## src/rtl/core_run_controller.sv

```systemverilog
// Run/debug sequencer: owns the instruction-memory write port while loading, then gates the core
// through a clock enable and a core reset (run, halt, single-step, PC breakpoint).
module core_run_controller #(
  parameter int                    DATA_WIDTH    = 20,
  parameter int                    ADDRESS_WIDTH = 8,
  parameter int                    MEM_SIZE      = 256,
  parameter int                    CNT_WIDTH     = 32,
  parameter logic [DATA_WIDTH-1:0] HALT_INSTR    = 20'hFFFFF
) (
  input  logic                     clk_i,
  input  logic                     rst_n_i,
  input  logic                     start_i,
  input  logic                     step_i,
  input  logic                     halt_req_i,
  input  logic                     load_valid_i,
  output logic                     load_ready_o,
  input  logic [ADDRESS_WIDTH-1:0] load_addr_i,
  input  logic [DATA_WIDTH-1:0]    load_data_i,
  input  logic                     load_done_i,
  input  logic                     bp_enable_i,
  input  logic [ADDRESS_WIDTH-1:0] bp_addr_i,
  input  logic [ADDRESS_WIDTH-1:0] pc_i,
  input  logic [DATA_WIDTH-1:0]    instruction_i,
  output logic                     core_en_o,
  output logic                     core_rst_n_o,
  output logic                     imem_we_o,
  output logic [ADDRESS_WIDTH-1:0] imem_addr_o,
  output logic [DATA_WIDTH-1:0]    imem_wdata_o,
  output logic [2:0]               state_o,
  output logic                     done_o,
  output logic                     load_err_o,
  output logic [CNT_WIDTH-1:0]     instr_count_o
);

  typedef enum logic [2:0] {
    S_IDLE   = 3'd0,
    S_LOAD   = 3'd1,
    S_CRST   = 3'd2,
    S_RUN    = 3'd3,
    S_STEP   = 3'd4,
    S_HALTED = 3'd5,
    S_DONE   = 3'd6
  } state_e;

  state_e                   state_q, state_d;
  logic                     imem_we_q, imem_we_d;
  logic [ADDRESS_WIDTH-1:0] imem_addr_q, imem_addr_d;
  logic [DATA_WIDTH-1:0]    imem_wdata_q, imem_wdata_d;
  logic                     load_err_q, load_err_d;
  logic                     done_q, done_d;
  logic [CNT_WIDTH-1:0]     instr_count_q, instr_count_d;
  logic                     crst_cnt_q, crst_cnt_d;
  logic                     bp_skip_q, bp_skip_d;

  logic core_en;
  logic load_ready;
  logic is_halt;
  logic bp_hit;
  logic addr_ok;

  assign is_halt = (instruction_i == HALT_INSTR);
  assign bp_hit  = bp_enable_i && (pc_i == bp_addr_i);
  assign addr_ok = ({{(32-ADDRESS_WIDTH){1'b0}}, load_addr_i} < 32'(MEM_SIZE));

  always_comb begin
    state_d      = state_q;
    core_en      = 1'b0;
    load_ready   = 1'b0;
    imem_we_d    = 1'b0;
    imem_addr_d  = imem_addr_q;
    imem_wdata_d = imem_wdata_q;
    load_err_d   = load_err_q;
    done_d       = done_q;
    crst_cnt_d   = 1'b0;
    bp_skip_d    = 1'b0;

    case (state_q)
      S_IDLE: begin
        if (load_valid_i) begin
          state_d    = S_LOAD;
          load_err_d = 1'b0;
        end else if (start_i) begin
          state_d = S_CRST;
        end
      end
      S_LOAD: begin
        load_ready = 1'b1;
        if (load_valid_i) begin
          if (addr_ok) begin
            imem_we_d    = 1'b1;
            imem_addr_d  = load_addr_i;
            imem_wdata_d = load_data_i;
          end else begin
            load_err_d = 1'b1;
          end
        end
        if (load_done_i) state_d = S_IDLE;
      end
      S_CRST: begin
        done_d = 1'b0;
        if (crst_cnt_q) state_d = S_RUN;
        else            crst_cnt_d = 1'b1;
      end
      S_RUN: begin
        // Stop checks gate core_en in the same cycle so the stopping instruction never commits.
        if (is_halt) begin
          state_d = S_DONE;
          done_d  = 1'b1;
        end else if (halt_req_i) begin
          state_d = S_HALTED;
        end else if (bp_hit && !bp_skip_q) begin
          state_d = S_HALTED;
        end else begin
          core_en = 1'b1;
        end
      end
      S_HALTED: begin
        if (start_i) begin
          state_d   = S_RUN;
          bp_skip_d = 1'b1;
        end else if (step_i) begin
          state_d = S_STEP;
        end
      end
      S_STEP: begin
        if (is_halt) begin
          state_d = S_DONE;
          done_d  = 1'b1;
        end else begin
          core_en = 1'b1;
          state_d = S_HALTED;
        end
      end
      S_DONE: begin
        if (load_valid_i) begin
          state_d    = S_LOAD;
          load_err_d = 1'b0;
        end else if (start_i) begin
          state_d = S_CRST;
        end
      end
      default: state_d = S_IDLE;
    endcase
  end

  always_comb begin
    instr_count_d = instr_count_q;
    if (state_q == S_CRST)                 instr_count_d = '0;
    else if (core_en && !(&instr_count_q)) instr_count_d = instr_count_q + 1'b1;
  end

  always_ff @(posedge clk_i or negedge rst_n_i) begin
    if (!rst_n_i) begin
      state_q       <= S_IDLE;
      imem_we_q     <= 1'b0;
      imem_addr_q   <= '0;
      imem_wdata_q  <= '0;
      load_err_q    <= 1'b0;
      done_q        <= 1'b0;
      instr_count_q <= '0;
      crst_cnt_q    <= 1'b0;
      bp_skip_q     <= 1'b0;
    end else begin
      state_q       <= state_d;
      imem_we_q     <= imem_we_d;
      imem_addr_q   <= imem_addr_d;
      imem_wdata_q  <= imem_wdata_d;
      load_err_q    <= load_err_d;
      done_q        <= done_d;
      instr_count_q <= instr_count_d;
      crst_cnt_q    <= crst_cnt_d;
      bp_skip_q     <= bp_skip_d;
    end
  end

  assign load_ready_o  = load_ready;
  assign core_en_o     = core_en;
  assign core_rst_n_o  = rst_n_i && (state_q != S_CRST);
  assign imem_we_o     = imem_we_q;
  assign imem_addr_o   = imem_addr_q;
  assign imem_wdata_o  = imem_wdata_q;
  assign state_o       = state_q;
  assign done_o        = done_q;
  assign load_err_o    = load_err_q;
  assign instr_count_o = instr_count_q;

endmodule

```

## config.mk

```make
export PLATFORM = sky130hd
export DESIGN_NAME = core_run_controller
export DESIGN_NICKNAME = d
export VERILOG_FILES = /design/src/rtl/core_run_controller.sv
export SDC_FILE = /design/constraint.sdc
export NUM_CORES = 1
export LEC_CHECK = 0
export CORE_MARGIN = 2
export CORE_UTILIZATION = 47
export CTS_CLUSTER_SIZE = 20
export DETAILED_ROUTE_END_ITERATION = 12
export PLACE_DENSITY = 0.85
export SLEW_MARGIN = 20
export SYNTH_ARGS = -nofsm -noshare
export SYNTH_HDL_FRONTEND = slang
export SYNTH_SLANG_ARGS = --single-unit
```

## constraint.sdc

```tcl
create_clock -name clk_i -period 3.15 [get_ports clk_i]
set_clock_uncertainty 0.15 [all_clocks]
set_input_delay 0.4725 -clock clk_i [delete_from_list [all_inputs] [get_ports clk_i]]
set_output_delay 0.4725 -clock clk_i [all_outputs]
set_load 0.05 [all_outputs]
```

Yosys cells after proc, flatten, opt, wreduce, memory -nomap -nowiden
Index checks and enable logic that the tools add are counted.
{"block": "word_totals", "ff_bits": 67, "latchBits": 0, "ram_bits": 0, "rom_bits": 0, "in_bits": 72, "output_inout_bits": 69, "wordCells": 66, "memories": 0}
{"block": "op_classes", "addsub": 1, "n_mul": 0, "div": 0, "n_lt_le_gt_ge": 0, "n_eq_ne": 15, "shifts": 0, "muxes": 27, "bitwise_logic": 0, "n_reduce_logical": 15}
{"cell": "$mux 32", "n": 2}
{"cell": "$add 32x1->32 const B", "n": 1}
{"cell": "$reduce_and 32->1", "n": 1}
{"cell": "$mux 3", "n": 9}
{"cell": "$eq 20x20->1 const B", "n": 1}
{"cell": "$pmux 3 s6", "n": 1}
{"cell": "$mux 1", "n": 12}
{"cell": "$eq 3x3->1 const B", "n": 3}
{"cell": "$eq 8x8->1", "n": 1}
{"cell": "$eq 3x2->1 const B", "n": 2}
{"cell": "$reduce_and 5->1", "n": 1}
{"cell": "$logic_and 1x1->1", "n": 4}
{"cell": "$ne 2x2->1 const B", "n": 2}
{"cell": "$ne 4x4->1 const B", "n": 1}
{"cell": "$pmux 1 s2", "n": 2}
{"cell": "$reduce_and 2->1", "n": 2}
{"cell": "$reduce_bool 2->1", "n": 2}
{"cell": "$reduce_or 2->1", "n": 2}
{"cell": "$eq 3x1->1 const B", "n": 1}
{"cell": "$logic_not 3->1", "n": 1}
{"cell": "$ne 3x1->1 const B", "n": 1}
{"cell": "$ne 3x2->1 const B", "n": 1}
{"cell": "$ne 3x3->1 const B", "n": 1}
{"cell": "$logic_not 1->1", "n": 2}
{"cell": "other kinds (2)", "n": 2}

Longest topological paths before layout
{"block": "logic_depth", "depth_word": 10, "ltp_mapped": 9, "mapped_depth_nobuf": 7}

Least setup slack after synthesis
Ideal clock, no wire load.
{"block": "synth_path", "path_kind": "register -> register", "start": "register instr_count_q[0], in the netlist instr_count_o[0]", "end": "register instr_count_q[13], in the netlist instr_count_o[13]", "setup_ns": 0.119, "arrival_ns": 2.277, "required_ns": 2.881, "setup_slack_ns": 0.604, "path_stages_with_launch": 10, "path_buffers": 2, "synth_period_minus_slack_ns": 2.546, "path_cell_list": "dfrtp_1 ha_1 and2_1 nand3_1 or4_4 nand3_2 buf_6 buf_6 nor4_1 o21a_1"}
{"block": "synth_via", "elab_chain_cells": 4, "elab_cells_between_ends": 7, "classes_between": "add/sub: 1; mux: 2; reduce/logical: 4"}
{"item": "start: declaration", "line_no": "51", "source": "logic [CNT_WIDTH-1:0] instr_count_q, instr_count_d;"}
{"item": "start signal: assignment", "line_no": "170", "source": "instr_count_q <= instr_count_d;"}
{"item": "branches (longest 4 deep; another with $add 32x1->32)"}
Several ways; the timed one is not identified. The select of a mux whose other input is x is not followed.
A chain may end at the register's enable or synchronous reset.

Worst setup path after layout
{"block": "layout_path", "start": "register state_q[1], in the netlist state_o[1]", "end": "output port core_rst_n_o"}
{"block": "layout_via", "elab_chain_cells": 2}
{"item": "start: declaration", "line_no": "45", "source": "state_e state_q, state_d;"}
{"item": "start signal: assignment", "line_no": "164", "source": "state_q <= state_d;"}
{"item": "$ne 3x2->1", "line_no": "178", "source": "assign core_rst_n_o = rst_n_i && (state_q != S_CRST);"}
{"item": "$logic_and 1x1->1", "line_no": "178"}
{"item": "end: declaration", "line_no": "25", "source": "output logic core_rst_n_o,"}
No other way between the ends.

==> results.ini <==
[global_route]
grt_first_pass_wirelength_um = 15300
antenna_found_initial = 0
grt_overflow = 0
grt_start_max_net_pins = 68
grt_pass1_vias = 3254
grt_util_all_layers = 0.244

[layout]
final_cell_mix = clkdlybuf4s50_1, dfrtp_1, nand2_1
regArea_um2 = 1680
final_cell_area_um2 = 5170
fillCellCount = 528
nets = 547
final_common_cell = clkdlybuf4s50_1
multi_input_area_um2 = 1640
drive_above_1_share = 0.123
area_growth_pct = 50.6
antenna_cells = 0

[critical_path]
crit_fanout = 14
r2r_cells = 7
cp-start-kind = flip-flop
required_ns = 2.53
r2r_start = state_o[0]
r2r_slack_ns = 0.68
timing.rr.end = instr_count_o[24]
critical_path_arrival_ns = 2.24
crit_path_end_kind = output pin
crit_type = flip-flop to output pin

[synthesis]
synth.avg_cell_area_um2 = 10.2
syn_area_um2 = 3430
ys_ff_latch = 67
yosysSeqAreaShare = 0.489
yosysUniqueCellTypes = 46
synth_fp_nets = 409
synth_top_cell_area_share = 0.489
yosys-top-cells-area = dfrtp_1, mux2_2, or4_1
yosys.area.top_type = dfrtp_1
syn_inst = 336
yosys_warnings = 0

[timing]
slew_viol_final = 0
tns_ns = 0
worst_pin_slew_ns = 0.853
finalHoldViolCount = 0
period_minus_slack_ns = 2.86
maxSlewHeadroom = 0.432
clock.fmax_mhz = 350
setup_viol = 0
rsz0062_at_grt = no
fin_crit_sh = 0.908

[cts]
ctsResizeCount = 0
cts-buffers-inserted = 9
insertion_delay_ns = 0.34
cts_tree = built
clk_pin_slew_ns = 0.08
postCtsHoldBufs = 0
cts.path.max_buffers = 2
postCtsSetupBuffers = 0
numClockSinks = 67
cts.root.buffer_cell = clkbuf_8
cts_htree_levels = 3

[drt]
drt.antenna.violating_nets = 0
drt_iter0_drc = 240
drc = 0
wire_per_inst_um = 16.8
wirelength_um = 9700
drtPass1Iterations = 5
viasPerCell = 5.81
vias = 3358

[floorplan]
die_width_um = 89.4
rows = 31
start_util = 0.478
fp.dieH_um = 89.4
io_pins = 141
die_area_um2 = 8000
core_um2 = 7180

[placed_design]
place.port_buffers = 139
hpwl_um = 6770
globalplace.congestion = 0.788
placed_area_um2 = 4900

[run_status]
status = finished, final reports clean

[power_and_ir_drop]
ir_worst_vdd_mv = 0.812
power.leakage_uw = 0.00205
power.density_nw_per_um2 = 853

[run]
max-cap-violations = 0

[min_path]
hold_path_class = input port to async pin

[worst max-delay path: stages (launching register included)]
cell and delay, ns:
dfrtp_1 0.60, nor2b_1 0.33, nand2_1 0.11, and2_1 0.16
clkdlybuf4s50_1 0.71
[how the worst max path moves through the flow]
stage | startpoint | cells after the start | slack (ns) | end
floorplan | instr_count_o[0] | 9 | 0.60 | instr_count_o[13]
global placement | bp_addr_i[2] | 7 | 0.38 | core_en_o
detailed placement | bp_addr_i[2] | 7 | 0.32 | core_en_o
CTS | state_o[1] | 4 | 0.30 | core_rst_n_o
global route | bp_addr_i[2] | 7 | 0.12 | core_en_o
finish | state_o[1] | 4 | 0.29 | core_rst_n_o
[flip-flops by register name, summed over array words and instances (netlist names)]
signal	flops
crst_cnt_q	1
done_o	1
imem_we_o	1
imem_wdata_o	20
bp_skip_q	1
instr_count_o	32
imem_addr_o	8
state_o	3
[stage by stage]
stage                     hold WS (ns)  worst slack (ns)  power, µW  cells  utilization
after global routing             0.278             0.125       4610    578        0.720
after detailed placement         0.274             0.315       3450    562        0.682
after CTS                        0.254             0.303       4430    578        0.720
after floorplan                 0.0269             0.604       2710    336            -
after global placement           0.269             0.380       3400    562        0.682
final                            0.211             0.290       4410    578        0.720
[cells by family (layout without fill, tap and decap cells)]
group	count (synthesis)	count (layout)	share of synthesized area
AND/OR/NAND/NOR	141	141	0.235
buffers and inverters	22	165	0.0339
XOR/XNOR	8	8	0.0204
multiplexers	31	31	0.101
AO/OA/AOI/OAI	64	64	0.114
flip-flops	67	67	0.489
other	1	1	0.00109
adder cells (fa/ha/maj)	2	2	0.00656
[synth_stat cells (all sizes together)]
| library cell | n |
|---|---|
| and3 | 6 |
| nand2 | 32 |
| dfrtp | 67 |
| and2 | 2 |
| o21a | 2 |
| nand2b | 2 |
| clkbuf | 8 |
| a21oi | 23 |
| nand3 | 23 |
| or4 | 19 |
| ha | 1 |
| nor4 | 2 |
| inv | 5 |
| nor2b | 2 |
| mux2i | 3 |
| a2bb2oi | 1 |
| xor2 | 6 |
| xnor2 | 2 |
| a311oi | 1 |
| nor3b | 2 |
| nor2 | 14 |
| or3b | 1 |
| a31oi | 1 |
| conb | 1 |
| mux2 | 28 |
| o31ai | 11 |
| o211ai | 9 |
| maj3 | 1 |
| or3 | 7 |
| and3b | 1 |
| and4 | 6 |
| buf | 9 |
| and4bb | 1 |
| o22ai | 2 |
| o21ai | 13 |
| nor3 | 7 |
| nand4 | 13 |
| o31a | 1 |
| nand4b | 1 |
[per-layer routing]
layer / share of wire / global-route usage
met5: 0 / 0
met4: 0.013 / 0.0692
met3: 0.080 / 0.0674
met2: 0.51 / 0.417
met1: 0.39 / 0.302
[cell type report]
| cell class | count | area share |
|---|---|---|
| tap | 99 | 0.0240 |
| clock buffer | 9 | 0.0240 |
| timing repair buffer | 144 | 0.278 |
| sequential | 67 | 0.325 |
| inverter | 5 | 0.00363 |
| clock inverter | 7 | 0.0283 |
| multi-input combinational | 247 | 0.318 |
[power by group]
part	internal (µW)	total (µW)	switching, µW
clock network	613	974	360
registers	1090	1280	188
logic	798	2150	1360
No activity file was read; power rests on OpenSTA's default activity.
